[config.mk]
export PLATFORM = sky130hd
export DESIGN_NAME = cp0_exception_unit
export DESIGN_NICKNAME = d
export VERILOG_FILES = /design/src/rtl/cp0_exception_unit.sv
export SDC_FILE = /design/constraint.sdc
export NUM_CORES = 1
export LEC_CHECK = 0
export ABC_AREA = 1
export BUFFER_PORTS_ARGS = -buffer_cell sky130_fd_sc_hd__buf_4
export CORE_MARGIN = 2
export CORE_UTILIZATION = 53
export CTS_BUF_LIST = sky130_fd_sc_hd__clkbuf_8
export CTS_CLUSTER_SIZE = 16
export DETAILED_ROUTE_END_ITERATION = 8
export HOLD_SLACK_MARGIN = 0.08
export PLACE_DENSITY = 0.86
export SLEW_MARGIN = 10
export SYNTH_ARGS = -nofsm -noshare
export SYNTH_HDL_FRONTEND = slang
export SYNTH_SLANG_ARGS = --single-unit
export TNS_END_PERCENT = 50
[constraint.sdc]
create_clock -name clk -period 2.02 [get_ports clk]
set_input_delay 0 -clock clk [delete_from_list [all_inputs] [get_ports clk]]
set_output_delay 0 -clock clk [all_outputs]
set_load 0.01 [all_outputs]
[src/rtl/cp0_exception_unit.sv]
// Coprocessor-0 exception responder: owns Status/Cause/EPC, issues a one-cycle PC redirect on
// trap or eret, then ignores trap/eret/mtc0 while wrong-path work drains. Option: CP0_TIMER_EN.
module cp0_exception_unit #(
    parameter logic [31:0] EXC_VECTOR   = 32'h0040_0004,
    parameter int unsigned FLUSH_CYCLES = 3,
    parameter logic [31:0] STATUS_RST   = 32'h0000_0701
) (
    input  logic        clk,
    input  logic        rst_n,
    input  logic        exception,
    input  logic        eret,
    input  logic [4:0]  cause,
    input  logic        mfc0src,
    input  logic        mtc0src,
    input  logic [4:0]  rd_addr,
    input  logic [31:0] wdata,
    input  logic [31:0] pc_in,
    output logic [31:0] rdata,
    output logic [31:0] status,
    output logic [31:0] epc,
    output logic        redirect,
    output logic [31:0] exc_addr,
    output logic        fsm_state
);
    typedef enum logic {IDLE = 1'b0, FLUSH = 1'b1} state_t;

    localparam logic [3:0] FLUSH_INIT = 4'(FLUSH_CYCLES - 1);

    state_t      r_state, w_state_nxt;
    logic [3:0]  r_cnt, w_cnt_nxt;
    logic [31:0] r_status, r_epc, r_rdata, r_exc_addr;
    logic [4:0]  r_exc_code;
    logic [1:0]  r_sw;
    logic        r_redirect;

    logic        w_en, w_accept, w_irq, w_ip7;
    logic        w_take_trap, w_take_eret, w_do_mtc0;
    logic [4:0]  w_trap_code;
    logic [31:0] w_cause, w_rd_val;

`ifdef CP0_TIMER_EN
    logic [31:0] r_count, r_compare;
    logic        r_ip7;
    assign w_ip7 = r_ip7;
`else
    assign w_ip7 = 1'b0;
`endif

    assign w_cause = {16'b0, w_ip7, 5'b0, r_sw, 1'b0, r_exc_code, 2'b0};

    always_comb begin
        w_rd_val = 32'b0;
        case (rd_addr)
            5'd12:   w_rd_val = r_status;
            5'd13:   w_rd_val = w_cause;
            5'd14:   w_rd_val = r_epc;
`ifdef CP0_TIMER_EN
            5'd9:    w_rd_val = r_count;
            5'd11:   w_rd_val = r_compare;
`endif
            default: w_rd_val = 32'b0;
        endcase
    end

    // Next-state logic; the priority chain is trap > timer interrupt > eret > mtc0.
    always_comb begin
        w_en        = 1'b1;
        w_take_trap = 1'b0;
        w_take_eret = 1'b0;
        w_do_mtc0   = 1'b0;
        w_trap_code = cause;
        w_state_nxt = r_state;
        w_cnt_nxt   = r_cnt;
        case (cause)
            5'b01000: w_en = r_status[8];
            5'b01001: w_en = r_status[9];
            5'b01101: w_en = r_status[10];
            default:  w_en = 1'b1;
        endcase
        w_accept = exception & r_status[0] & w_en;
        w_irq    = w_ip7 & r_status[15] & r_status[0];
        case (r_state)
            IDLE: begin
                if (w_accept) begin
                    w_take_trap = 1'b1;
                end else if (w_irq) begin
                    w_take_trap = 1'b1;
                    w_trap_code = 5'b0;
                end else if (eret) begin
                    w_take_eret = 1'b1;
                end else if (mtc0src) begin
                    w_do_mtc0 = 1'b1;
                end
                if (w_take_trap || w_take_eret) begin
                    w_state_nxt = FLUSH;
                    w_cnt_nxt   = FLUSH_INIT;
                end
            end
            FLUSH: begin
                if (r_cnt == 4'd0) w_state_nxt = IDLE;
                else               w_cnt_nxt   = r_cnt - 4'd1;
            end
            default: w_state_nxt = IDLE;
        endcase
    end

    always_ff @(posedge clk) begin
        if (!rst_n) begin
            r_state <= IDLE;
            r_cnt   <= 4'd0;
        end else begin
            r_state <= w_state_nxt;
            r_cnt   <= w_cnt_nxt;
        end
    end

    always_ff @(posedge clk) begin
        if (!rst_n) begin
            r_status   <= STATUS_RST;
            r_epc      <= 32'b0;
            r_exc_code <= 5'b0;
            r_sw       <= 2'b0;
            r_rdata    <= 32'b0;
            r_redirect <= 1'b0;
            r_exc_addr <= 32'b0;
        end else begin
            r_redirect <= 1'b0;
            if (mfc0src) r_rdata <= w_rd_val;
            if (w_take_trap) begin
                r_epc      <= pc_in;
                r_exc_code <= w_trap_code;
                r_status   <= {r_status[26:0], 5'b0};
                r_redirect <= 1'b1;
                r_exc_addr <= EXC_VECTOR;
            end else if (w_take_eret) begin
                r_status   <= {5'b0, r_status[31:5]};
                r_redirect <= 1'b1;
                r_exc_addr <= r_epc;
            end else if (w_do_mtc0) begin
                case (rd_addr)
                    5'd12:   r_status <= wdata;
                    5'd13:   r_sw     <= wdata[9:8];
                    5'd14:   r_epc    <= wdata;
                    default: ;
                endcase
            end
        end
    end

`ifdef CP0_TIMER_EN
    // A Compare write clears a pending match in the same edge it lands.
    always_ff @(posedge clk) begin
        if (!rst_n) begin
            r_count   <= 32'b0;
            r_compare <= 32'b0;
            r_ip7     <= 1'b0;
        end else begin
            if (w_do_mtc0 && rd_addr == 5'd9) r_count <= wdata;
            else                              r_count <= r_count + 32'd1;
            if (w_do_mtc0 && rd_addr == 5'd11) begin
                r_compare <= wdata;
                r_ip7     <= 1'b0;
            end else if (r_count == r_compare && r_compare != 32'b0) begin
                r_ip7 <= 1'b1;
            end
        end
    end
`endif

    assign rdata     = r_rdata;
    assign status    = r_status;
    assign epc       = r_epc;
    assign redirect  = r_redirect;
    assign exc_addr  = r_exc_addr;
    assign fsm_state = r_state;
endmodule
-- After elaboration in Yosys (flattened, before gate mapping)
Index checks and enable logic that the tools add are counted.
- output and inout bits: 130
- flip-flop bits (word level): 141
- bits of input ports: 80
- word-level logic and storage cells: 73
- add/sub/neg operators: 1
- reduce and logical (&&, ||, !) cells: 15
- mux-type cells: 31
- bitwise gates (word level): 6
- eq/ne operators: 9
- operators with widths (cell ; count):
    $mux 32 ; 8
    $pmux 32 s3 ; 1
    $mux 23 ; 2
    $eq 5x4->1 const B ; 6
    $mux 1 ; 15
    $reduce_bool 2->1 ; 5
    $mux 4 ; 2
    $pmux 4 s2 ; 1
    $ne 2x2->1 const B ; 3
    $reduce_and 2->1 ; 3
    $reduce_bool 3->1 ; 2
    $logic_not 4->1 ; 1
    $not 1->1 ; 4
    $reduce_and 4->1 ; 1
    $sub 4x1->4 const B ; 1
    $pmux 1 s3 ; 1
    $reduce_and 3->1 ; 1
    $and 1x1->1 ; 2
    $pmux 1 s2 ; 1
    $reduce_or 2->1 ; 1
    $logic_or 1x1->1 ; 1

-- Longest topological paths before layout
Gate-level depths: netlist of run 1.
- depth in word-level cells: 8
- depth in mapped cells: 13
- depth with buffers taken out: 12

-- Least setup slack after synthesis of run 1
Ideal clock, no wire load.
- path type: register to register
- start: register r_status[8] (netlist: status[8])
- end: register r_exc_addr[0] (netlist: exc_addr[0])
- clock period less this slack: 1.478 ns
- setup time: 0.132 ns
- data required time: 1.888 ns
- data arrival time: 1.346 ns
- slack: 0.542 ns
- path buffers: 2
- stages on the path, launching flop included: 10
- cell sequence: dfxtp_1 > nor2_1 > nand2_1 > nand2_1 > nand2_1 > nand3_1 > buf_4 > nand2_1 > clkbuf_1 > a21oi_1
- cells in the longest elaborated chain, start to end: 6
- elaborated cells between the ends (all ways): 9
- classes of those cells: mux: 7; bitwise: 1; reduce/logical: 1
- ends and longest elaborated chain (item ; line ; source):
    start: declaration ; 31 ; logic [31:0] r_status, r_epc, r_rdata, r_exc_addr;
    start signal: assignment ; 132 ; r_status <= {r_status[26:0], 5'b0};
    start signal: assignment ; 136 ; r_status <= {5'b0, r_status[31:5]};
    start signal: assignment ; 141 ; 5'd12: r_status <= wdata;
    $pmux 1 s3 (*) ; 74 ; case (cause)
    $and 1x1->1 (*) ; 80 ; w_accept = exception & r_status[0] & w_en;
    $mux 1 ; 84 ; if (w_accept) begin
    $mux 1 (2 in series) ; 82 ; case (r_state)
    $reduce_or 2->1 (no source line) ; n/a ;
    end signal: assignment ; 138 ; r_exc_addr <= r_epc;
    end: declaration ; 31 ;
Mark *: on every way between the ends. The rest lies on a longest branch, timed or not. The select of a mux whose other input is x is not followed.
A chain may end at the register's enable or synchronous reset.

-- Final worst setup path of run 1
- start: register r_status[0] (netlist: status[0])
- end: register r_epc[28] (netlist: epc[28])
- cells in the longest elaborated chain, start to end: 7
- elaborated cells between the ends (all ways): 15
- classes of those cells: eq/ne: 1; mux: 9; bitwise: 2; reduce/logical: 3
- ends and longest elaborated chain (item ; line ; source):
    $and 1x1->1 (*) (2 in series) ; 80 ;
    $mux 1 ; 84 ;
    $mux 1 (2 in series) ; 82 ;
    $ne 2x2->1 (no source line) or $reduce_bool 2->1 (tied branches) ; n/a ;
    $reduce_and 3->1 (no source line) ; n/a ;
    end signal: assignment ; 130 ; r_epc <= pc_in;
    end signal: assignment ; 143 ; 5'd14: r_epc <= wdata;
    end: declaration ; 31 ;
Marks and branches as above.

==> results.toml, run 1 <==
[sta]
finalHoldViolCount = 0
hold_ws_ns = 0.157
slew_violations = 0
setup-violations-final = 0
fin_crit_ns = 1.95
fmax_mhz = 512
period_share_pct = 96.7
max_slew.worst_pin.slew_ns = 0.490
skew_ns = 0.00915
relSlewSlack_pct = 67.3

[power_and_ir_drop]
p_leak_nw = 4.61
p_per_area_nw_per_um2 = 768
peakVddDrop_uv = 602

[routing]
vias = 8530
wl_um = 25600
first_pass_iters = 6
viasPerCell = 5.58
routedWlPerCell_um = 16.7
drt_drc_violations_left = 0
ant_nets = 0
first_iter_violations = 1057

[layout]
num-nets-final = 1422
layout_commonest_cell = "nand2_1"
syn_to_final_growth_pct = 42.6
fin_cells = 1528
fillerInstances = 931
final_cell_mix = "389 x nand2_1, 239 x buf_4, 139 x dfxtp_1"
drive_gt1_share_pct = 21.3

[global_route]
grt_use_total_pct = 36.7
antenna_found_initial = 2
grt_max_degree = 49
grt_first_pass_wirelength_um = 41200
grt_pass1_vias = 8320
grt_overflow = 0

[synth]
synth-async-reset-ratio_pct = 0
synth_seq_area_share_pct = 41.1
ys.warnings.count = 0
synth.ff_latch_count = 141
syn-cell-area_um2 = 6880
synth_fp_nets = 1163
synth_top_cell_area_share_pct = 41.1
yosys-top-cells-area = "dfxtp_1 41%, nand2_1 21%, nand3_1 9.2%"
synth_largest_area_cell = "dfxtp_1"
synthCells = 1082
synth_edf_count = 0
postSynthAreaPerCell_um2 = 6.35
ys_types = 26
ys.flop_type = "dfxtp_1"

[floorplan]
pin_count = 210
die_h_um = 118
coreArea_um2 = 12600
initial_core_util_pct = 54.5
die_x_um = 118
floorplan.rows = 41
die_area_um2 = 13900

[place]
dp_hpwl_um = 16400
placed_cells = 1416
globalplace.congestion = 0.909
port_buffers = 209

[setup_path]
worstPathRequired_ns = 2.40
critPathKind = "reg -> reg"
critPathMaxFanout = 31
arrival_ns = 2.34
endpoint_kind = "flip-flop"
cp-start-kind = "flip-flop"

[clocking]
cts_tree = "built"
clk_latency_ns = 0.46
clockBufferDepth = 2
htreeDepth = 4
clk_pin_slew_worst_paths_ns = 0.08
clock-root-buffer = "clkbuf_8"
numCtsBuffers = 17
clock-sinks = 141

[min_path]
hp-class = "in -> reg"

[flow_run]
maxCapViolations = 0

[status]
status = "finished, final reports clean"
## sequential cells by signal (all words and copies together), names as in the netlist
signal	count
status	32
r_sw	2
r_exc_code	5
fsm_state	1
epc	32
exc_addr	32
r_cnt	4
rdata	32
redirect	1
## power breakdown
group / internal [mW] / switching, mW / total [mW]
sequential: 2.98 / 0.197 / 3.17
combinational: 0.817 / 1.17 / 1.99
clock: 1.27 / 1.10 / 2.37
## Yosys cell counts, types with 2 or more instances
cell type and instances:
nand2_2 2, inv_1 78, o211ai_1 2, o221ai_1 5
a22o_1 3, nand4_1 2, o21ai_0 43, nand2_1 392
nand3_1 127, buf_1 10, a31oi_1 3, buf_4 9
clkbuf_1 28, o21ai_1 4, nor2_1 93, buf_2 31
dfxtp_1 141, a21oi_1 101
## area by class of cell
type	count	area [um^2]	share of cell area, %
Sequential cell	141	2830	28.8
Timing Repair Buffer	318	2620	26.7
Clock buffer	19	262	2.67
Inverter	79	297	3.02
Tap cell	172	215	2.19
Clock inverter	13	149	1.52
Multi-Input combinational cell	784	3430	35.0
Antenna cell	2	5.00	0.0510
## cells by family (layout without fill, tap and decap cells)
family / after synthesis / after routing / synth area share [%]
flip-flops: 141 / 141 / 41.1
adder cells (fa/ha/maj): 1 / 1 / 0.182
other: 0 / 2 / 0
buffers and inverters: 157 / 429 / 9.63
AO/OA/AOI/OAI: 162 / 162 / 12.4
AND/OR/NAND/NOR: 621 / 621 / 36.8
## repair_timing
item / 4_1_cts / 5_1_grt
endpoints found under the hold margin: 103 / 0
endpoints found under the setup margin: 0 / 35
gates resized for setup: 0 / 9
setup buffers: 0 / 2
hold buffers: 76 / 0
## worst paths after layout
path,start,to,slack (ns),cells past startpoint
worst max-delay path,status[0],epc[28],0.07,10
worst min-delay path,mtc0src,r_sw[0],0.16,6
worst max register to register,status[0],epc[28],0.07,10
worst min register to register,r_cnt[0],r_cnt[0],0.46,1
## worst max-delay path, stage by stage (launching register included)
cell and delay (ns):
dfxtp_1 0.42, nand2_1 0.08, inv_1 0.18, nand2_4 0.09
buf_4 0.17, nor2_4 0.11, buf_4 0.35, nand2_1 0.13
nand2_1 0.09, nand2_1 0.07, a21oi_1 0.18
## routing by layer
metal	global-route usage, %	vias to the layer above	routed length (um)
met5	0	-	0
met4	21.8	0	1540
met3	8.24	132	2570
met2	59.4	557	11800
met1	44.5	3881	9670
li1	-	3960	-
## stage by stage
| step | area (um^2) | worst slack (ns) | power, mW | setup TNS (ns) | util, % |
|---|---|---|---|---|---|
| floorplan | 6880 | 0.542 | 4.24 | 0 | - |
| CTS | 9760 | 0.00770 | 7.45 | 0 | 77.3 |
| detailed placement | 8590 | 0.238 | 5.02 | 0 | 68.0 |
| global placement | 8590 | 0.297 | 4.98 | 0 | 68.0 |
| global route | 9800 | -0.0363 | 7.86 | -0.0363 | 77.7 |
| finish | 9800 | 0.0674 | 7.53 | 0 | 77.7 |
No activity file was read; power rests on OpenSTA's default activity.
==> inputs of run 2 (changes only) <==
- CORE_UTILIZATION: 53 -> 48
- PLACE_DENSITY: 0.86 -> 0.82
- clock period: 2.02 -> 1.75 ns (I/O delays scaled with it)
==> run 2 against run 1 <==
Net effect: die area increased by 10%; cell count increased by 0.79%; utilization decreased by 6.2 points; clock power increased by 14%; worst hold slack improved by 0.069 ns; sequential power increased by 15%; clock-buffer cell count decreased by 1; critical path type unchanged; critical endpoint is now status[26]; largest cell class unchanged.
==> results.toml, run 2 (same netlist as run 1, synthesis figures left out) <==
[layout]
num-nets-final = 1428
multiInputGateArea_um2 = 3450
syn_to_final_growth_pct = 45.0
diodes = 0
register_area_um2 = 2820
final_cell_mix = "387 x nand2_1, 234 x buf_4, 141 x dfxtp_1"
drive_gt1_share_pct = 21.8
layout_commonest_cell = "nand2_1"
fillerInstances = 1100

[clocking]
numCtsBuffers = 17
cts_tree = "built"
clock-sinks = 141
clk_pin_slew_worst_paths_ns = 0.09
clk_latency_ns = 0.47
clock-root-buffer = "clkbuf_8"
clockBufferDepth = 2
htreeDepth = 4

[floorplan]
pin_count = 210
floorplan.rows = 43
initial_core_util_pct = 49.3
die_area_um2 = 15300
coreArea_um2 = 13900
die_x_um = 124
die_h_um = 124

[sta]
fin_crit_ns = 1.64
max_slew.worst_pin.slew_ns = 0.508
relSlewSlack_pct = 66.1
period_share_pct = 93.5
skew_ns = 0.0146
slew_violations = 0
setup-violations-final = 0
fin_tns_setup_ns = 0
finalHoldViolCount = 0
fmax_mhz = 611

[power_and_ir_drop]
power_frac_comb_pct = 27.7
p_int_mw = 5.88
seqPwrFrac_pct = 41.5
p_switching_mw = 2.90
switching_share_pct = 33.1
clkPwrFrac_pct = 30.8
p_leak_nw = 4.67
peakVddDrop_uv = 501
p_per_area_nw_per_um2 = 881
power_mw = 8.78

[place]
dp_hpwl_um = 16900
port_buffers = 209
globalplace.congestion = 0.944

[setup_path]
max_stage_delay_ns = 0.33
worstPathBufferInverterCount = 2
worstPathRequired_ns = 2.11
crit_top_cell = "nor2_1"
cp-start-kind = "flip-flop"
endpoint_kind = "flip-flop"
critPathKind = "reg -> reg"
path_cells = "nor2_1 > nand2_1 > nand2_1 > nand2_2 > nand2_4 > buf_4 > buf_4 > nand3_1 > nand2_1 > nor2_1 > nor2_1 > nor2_1"
arrival_ns = 2.00
slowest_stage = "dfxtp_1"
critPathMaxFanout = 8
crit_family = "simple AND/OR/NAND/NOR gates"

[global_route]
grt_overflow = 0
grt_max_degree = 45
grt_use_total_pct = 34.0
antenna_found_initial = 0
grt_pass1_vias = 8172
grt_first_pass_wirelength_um = 40600

[routing]
first_pass_iters = 5
routedWlPerCell_um = 16.9
viasPerCell = 5.58
vias = 8597
drt_drc_violations_left = 0
first_iter_violations = 793
wl_um = 26000
ant_nets = 0

[min_path]
hp-class = "in -> reg"

[flow_run]
maxCapViolations = 0

[status]
status = "finished, final reports clean"
run 2: area by class of cell:
class	instances	area share (%)
repair buffers	324	27.8
clock buffers	18	2.49
multi-input cells	784	34.6
inverters	79	2.97
clock inverters	14	1.54
flip-flops and latches	141	28.3
well taps	180	2.26
run 2: final timing paths:
kind                                    start       endpoint  slack (ns)  cells after the start
worst min register to register  r_exc_code[1]  r_exc_code[1]        0.46                      2
worst max-delay path                status[8]     status[26]        0.11                     12
worst max register to register      status[8]     status[26]        0.11                     12
worst min-delay path                  mtc0src        r_sw[1]        0.23                      6
run 2: power by group through the flow:
stage / registers, mW / logic (mW) / clock network [mW]
floorplan: 3.75 / 1.14 / 0
global placement: 3.71 / 2.13 / 0
detailed placement: 3.71 / 2.17 / 0
CTS: 3.64 / 2.31 / 2.71
global route: 3.66 / 2.65 / 2.86
finish: 3.64 / 2.43 / 2.71
run 2: timing repair:
item                                    in CTS  in global routing
gates resized for setup                      0                 19
endpoints found under the setup margin       0                 56
hold buffers                                74                  0
setup buffers                                0                  1
endpoints found under the hold margin       83                  0
run 2: through the flow:
step	instances	util [%]	instance area, um^2	setup slack (ns)	hold slack [ns]
after floorplan	1082	-	6880	0.272	0.135
after global placement	1432	62.6	8720	0.123	0.273
after detailed placement	1432	62.6	8720	0.0398	0.276
after CTS	1538	70.8	9860	0.0158	0.193
after global routing	1540	71.5	9970	-0.00487	0.269
final	1540	71.5	9970	0.114	0.225
run 2: layer usage:
metal | part of all wire [%] | vias up | GRT usage [%]
li1 | - | 3973 | -
met3 | 10 | 121 | 7.69
met1 | 39 | 3935 | 41.4
met5 | 0 | - | 0
met4 | 4.7 | 0 | 19.2
met2 | 46 | 568 | 55.4
run 2: worst reg2reg max path, stage by stage, from the launching register on:
cell     delay, ns
dfxtp_1       0.33
nor2_1        0.10
nand2_1       0.06
nand2_1       0.07
nand2_2       0.10
nand2_4       0.16
buf_4         0.15
buf_4         0.17
nand3_1       0.11
nand2_1       0.10
nor2_1        0.04
nor2_1        0.09
nor2_1        0.05
